==> src/rtl/vertex_stream_ctrl.sv <==
// Packs a 16+4 word stream into matmul a/b operands, waits out the core latency, streams x back.
// Latency: last vertex word accepted -> first out_valid is MM_LATENCY+2 cycles.
// Backpressure: in_ready only in LOAD states; DRAIN holds out_data until out_ready.
// Optional MATRIX_CACHE_EN: keeps mm_a across passes, mat_reload forces a fresh matrix load.
module vertex_stream_ctrl #(
    parameter int DATA_W     = 16,
    parameter int MAT_N      = 4,
    parameter int MM_LATENCY = 7
) (
    input  logic                          clk,
    input  logic                          rst,
`ifdef MATRIX_CACHE_EN
    input  logic                          mat_reload,
`endif
    input  logic                          in_valid,
    output logic                          in_ready,
    input  logic [DATA_W-1:0]             in_data,
    output logic [MAT_N*MAT_N*DATA_W-1:0] mm_a,
    output logic [MAT_N*DATA_W-1:0]       mm_b,
    input  logic [MAT_N*DATA_W-1:0]       mm_x,
    output logic                          out_valid,
    input  logic                          out_ready,
    output logic [DATA_W-1:0]             out_data,
    output logic                          out_last,
    output logic                          busy
);

    localparam int A_WORDS = MAT_N * MAT_N;
    localparam int IDX_W   = $clog2(A_WORDS);
    localparam int BIDX_W  = $clog2(MAT_N);
    localparam int CNT_W   = $clog2(MM_LATENCY + 1);

    typedef enum logic [2:0] {
        ST_LOAD_A,
        ST_LOAD_B,
        ST_WAIT,
        ST_CAPTURE,
        ST_DRAIN
    } state_t;

    state_t                                 state_q, state_d;
    logic [IDX_W-1:0]                       idx_q, idx_d;
    logic [CNT_W-1:0]                       wait_q, wait_d;
    logic [A_WORDS-1:0][DATA_W-1:0]         a_q, a_d;
    logic [MAT_N-1:0][DATA_W-1:0]           b_q, b_d;
    logic [MAT_N-1:0][DATA_W-1:0]           x_q, x_d;
    logic                                   in_xfer;
    logic                                   out_xfer;
    logic                                   a_last;
    logic                                   b_last;
    state_t                                 drain_exit;

`ifdef MATRIX_CACHE_EN
    logic                                   reload_q, reload_d;
`endif

    assign a_last = (idx_q == IDX_W'(A_WORDS - 1));
    assign b_last = (idx_q == IDX_W'(MAT_N - 1));

    // in_ready is gated by rst so nothing is accepted while reset is held.
    assign in_ready  = rst && ((state_q == ST_LOAD_A) || (state_q == ST_LOAD_B));
    assign out_valid = (state_q == ST_DRAIN);
    assign out_last  = out_valid && b_last;
    assign out_data  = out_valid ? x_q[idx_q[BIDX_W-1:0]] : '0;
    assign busy      = (state_q == ST_WAIT) || (state_q == ST_CAPTURE) || (state_q == ST_DRAIN);
    assign mm_a      = a_q;
    assign mm_b      = b_q;

    assign in_xfer  = in_valid && in_ready;
    assign out_xfer = out_valid && out_ready;

`ifdef MATRIX_CACHE_EN
    // A pulse on the exit cycle itself still counts, so it is OR-ed in here.
    assign drain_exit = (reload_q || mat_reload) ? ST_LOAD_A : ST_LOAD_B;
`else
    assign drain_exit = ST_LOAD_A;
`endif

    always_comb begin
        state_d = state_q;
        idx_d   = idx_q;
        wait_d  = wait_q;
        a_d     = a_q;
        b_d     = b_q;
        x_d     = x_q;
`ifdef MATRIX_CACHE_EN
        reload_d = reload_q || mat_reload;
`endif
        case (state_q)
            ST_LOAD_A: begin
                if (in_xfer) begin
                    a_d[idx_q] = in_data;
                    if (a_last) begin
                        state_d = ST_LOAD_B;
                        idx_d   = '0;
                    end else begin
                        idx_d = idx_q + 1'b1;
                    end
                end
            end
            ST_LOAD_B: begin
                if (in_xfer) begin
                    b_d[idx_q[BIDX_W-1:0]] = in_data;
                    if (b_last) begin
                        state_d = ST_WAIT;
                        idx_d   = '0;
                        wait_d  = CNT_W'(MM_LATENCY);
                    end else begin
                        idx_d = idx_q + 1'b1;
                    end
                end
            end
            ST_WAIT: begin
                if (wait_q == '0) begin
                    state_d = ST_CAPTURE;
                end else begin
                    wait_d = wait_q - 1'b1;
                end
            end
            ST_CAPTURE: begin
                x_d     = mm_x;
                idx_d   = '0;
                state_d = ST_DRAIN;
            end
            ST_DRAIN: begin
                if (out_xfer) begin
                    if (b_last) begin
                        state_d = drain_exit;
                        idx_d   = '0;
`ifdef MATRIX_CACHE_EN
                        if (drain_exit == ST_LOAD_A) begin
                            reload_d = 1'b0;
                        end
`endif
                    end else begin
                        idx_d = idx_q + 1'b1;
                    end
                end
            end
            default: begin
                state_d = ST_LOAD_A;
                idx_d   = '0;
            end
        endcase
    end

    always_ff @(posedge clk or negedge rst) begin
        if (!rst) begin
            state_q <= ST_LOAD_A;
            idx_q   <= '0;
            wait_q  <= '0;
            a_q     <= '0;
            b_q     <= '0;
            x_q     <= '0;
        end else begin
            state_q <= state_d;
            idx_q   <= idx_d;
            wait_q  <= wait_d;
            a_q     <= a_d;
            b_q     <= b_d;
            x_q     <= x_d;
        end
    end

`ifdef MATRIX_CACHE_EN
    always_ff @(posedge clk or negedge rst) begin
        if (!rst) begin
            reload_q <= 1'b0;
        end else begin
            reload_q <= reload_d;
        end
    end
`endif

endmodule
==> config.mk <==
export PLATFORM = sky130hd
export DESIGN_NAME = vertex_stream_ctrl
export DESIGN_NICKNAME = d
export VERILOG_FILES = /design/src/rtl/vertex_stream_ctrl.sv
export SDC_FILE = /design/constraint.sdc
export NUM_CORES = 1
export LEC_CHECK = 0
export CORE_MARGIN = 1
export CORE_UTILIZATION = 36
export DETAILED_ROUTE_END_ITERATION = 7
export PLACE_DENSITY = 0.64
export SLEW_MARGIN = 30
export SYNTH_ARGS = -nofsm -noshare
export SYNTH_HDL_FRONTEND = slang
export SYNTH_SLANG_ARGS = --single-unit
==> constraint.sdc <==
create_clock -name clk -period 2.6 [get_ports clk]
set_input_delay 0.26 -clock clk [delete_from_list [all_inputs] [get_ports clk]]
set_output_delay 0.26 -clock clk [all_outputs]
set_load 0.02 [all_outputs]
==> impl_results.md, run 1 <==
* Synth Cell Area at approximately 16000 um^2
* RSZ-0062 raised after global routing: true
* Setup bufs post-CTS at 0
* Global-route wire length before repair at 70250 um
* Overall Global Routing Usage at between 20% and 30%
* Core outline area at 44320 um^2
* Row Count at 77
* Reg clk slew, reported paths at 60 ps
* Ports at 424
* Cell variety after synth at 47
* Crit Path Class: flip-flop to output port
* Worst reg2reg path depth at 5
* Worst-Margin Slew at 891.4 ps
* Power per cell area at 1179 nW/um^2
* Ratio of cells with drive above 1 in the final layout at 36.89%
* Die Y at 214.1 um
* DR DRC count at 0
* Register area share after synthesis at 60.90%
* Gpl congestion at 0.8113
* Max-slew violation count at 0
* Post-Route WL at 46330 um
* Syn avg cell area at ~16 um^2
* CTS H-tree depth at 2
* CTS Buf Count at 44
* Max-Cap Viols at 0
* Worst skew pair latency at around 570 ps
* Final period util at ~97%
* Dpl hpwl at 32060 um
* Hold WC Path Type: input port to async pin
* Initial antenna violation count at 0
* Final Non-Filler Cells at about 2000
* Synth Register Bits at 394
* Max Buffers Root-to-Sink at 3
* Layout area overhead at 38.84%
* Largest net degree at the start of global routing at 145
* Total Nets Final at 1501
* Routed length per instance at 22.78 um
* Pleak at 10.45 nW
* Port-buffer cells at 423
* Crit Path Max Fanout at 7
* R2R Path Start: state_q[1]
* Antenna Violating Nets Remaining at 0
* Status: finished, final reports clean
* Slew margin rel. at between 40 and 50%
* Mapped Cells at between 900 and 1000
* Startpoint types: flip-flop
* Die area at 45830 um^2
* Worst endpoint required time at between 2000 and 2500 ps
* Routed via count at 9899
* Drt first pass iters at 4
* Syn nets at 1075
* Post-DR vias/cell at 4.867
* Final WS setup at between 70 and 80 ps
* Die width at 214.1 um
* Worst Setup SP: idx_q[1]
* Clock sink count at 394
* Critical path data arrival time at 2260 ps
* Worst R2R Setup Slack at 250 ps
* GR Overflow Total at 0
* Fin util at about half
* Final setup violation count at 0
* DP Cell Count at 1955
* DR iter-0 viols at 426
* Initial Util at 36.53%
* Post-place setup slack at 74.54 ps
* Fin Clk Skew at between 15 and 20 ps
* Syn. warnings at 0
* Root buffer cell: clkbuf_16
* Number of global-route vias before repair at 10549
* Final Hold Vio Count at 0
* Minimum clock period at 2521 ps
* FMAX at ~400 MHz
* Worst setup EP type: output port
* Worst R2R End: mm_a[126]
* # fillers at 3762
* CTS tree: done
* Worst vdd ir at between 500 and 600 uV
* # diodes at 0
[Yosys cell counts, drive strengths merged]
cell    instances  area [um^2]
nor2           11        65.06
a32o            2        20.02
dfrtp         394         9859
or2             1        6.260
o22ai           2        12.51
ha              7        87.58
nor3            1        10.01
a211o           1        8.760
buf            32        226.5
o21ai           5        25.02
a221oi          1        8.760
clkbuf         45        168.9
a21boi          2        15.01
nand4           3        37.54
nor3b           1        12.51
inv             8        30.03
a21bo           1        10.01
o22a            1        8.760
or3b            4        35.04
mux2          385         4673
a211oi          2        15.01
or3             3        23.77
nand2b          3        18.77
a21oi           4        20.02
nand3          14        192.7
o221a           1        11.26
xor2            2        17.52
nand2           7        43.79
nor2b          19        118.9
o32ai           3        26.28
and3            1        6.260
mux4           16        360.4
nand3b          2        15.01
[area by class of cell]
class	instances	area, um^2	area share, %
repair buffers	457	4516	20.09
clock inverters	10	122.6	0.5455
well taps	592	740.7	3.295
inverters	8	30.03	0.1336
multi-input cells	505	5917	26.32
clock buffers	68	1291	5.744
flip-flops and latches	394	9862	43.87
[stage by stage]
step,hold slack [ps],area (um^2),TNS [ps],total power [mW]
finish,127.1,22480,0,26.50
global route,123.7,22480,-11.68,27.76
CTS,107.4,22480,0,26.85
detailed placement,119.7,21070,0,20.66
global placement,114.7,21070,0,20.45
floorplan,-35.59,16190,0,15.38
[logic make-up after synthesis]
group	share of synthesized area, %
xor+xnor	0.1082
simple gates	3.617
flops	60.90
mux	31.09
compound gates	1.121
buf+inv	2.628
fa+ha+maj	0.5409
[worst max-delay path by stage]
stage / endpoint / slack, ps / cells past startpoint
after global placement: mm_a[121] / 80 / 5
after floorplan: mm_a[213] / 130 / 8
after detailed placement: mm_a[155] / 70 / 5
after CTS: out_last / 10 / 4
final: out_last / 80 / 4
after global routing: out_last / -10 / 4
[layer usage]
metal	routed length, um	up-vias	track usage (%)
met1	19840	5109	26.35
met4	1365	0	6.500
li1	-	4358	-
met5	0	-	0
met3	3911	69	6.979
met2	21220	363	32.12
[state kept, by name, summed over array words and instances, names as in the netlist]
name	count
mm_a	256
wait_q	3
idx_q	4
x_q	64
mm_b	64
state_q	3
[critical path, cell delays in order (launching register included)]
cell and delay [ps]:
dfrtp_2 440, ha_2 250, or3b_2 530, nor2_1 190, clkdlybuf4s15_2 290
[cells in the final DEF (no fill, tap or decap), types with 4 or more instances in the layout]
cell	Yosys	final
dfrtp_1	394	392
inv_1	8	8
clkbuf_1	45	14
buf_4	1	29
o21ai_0	5	5
nand2_2	4	4
ha_1	7	6
mux4_2	16	16
mux2_2	293	293
dlygate4sd2_1	0	17
clkbuf_16	0	44
clkdlybuf4s50_1	0	402
clkbuf_8	0	10
mux2_4	90	90
nor2b_1	19	19
nand3_4	9	9
a21oi_1	4	4
nor2_1	9	9
[what timing repair did]
action                                  CTS  global route
hold buffers                              1             0
endpoints found under the setup margin   19             3
pin swaps                                 0             0
hold endpoints to repair                 45             0
resized for setup                        23             2
[where the power goes]
group | internal [mW] | switching, mW | total (mW) | leakage (nW)
logic | 5.74 | 5.00 | 10.7 | 4.67
clock network | 3.61 | 2.46 | 6.07 | 0.683
registers | 8.44 | 1.25 | 9.68 | 5.09
No activity file was read; power rests on OpenSTA's default activity.
==> run 2: changes to the inputs <==
Settings changed: CAP_MARGIN from default to 30.
==> results of run 2 <==
The final DEF is identical to that of run 1; final timing and power are the same.
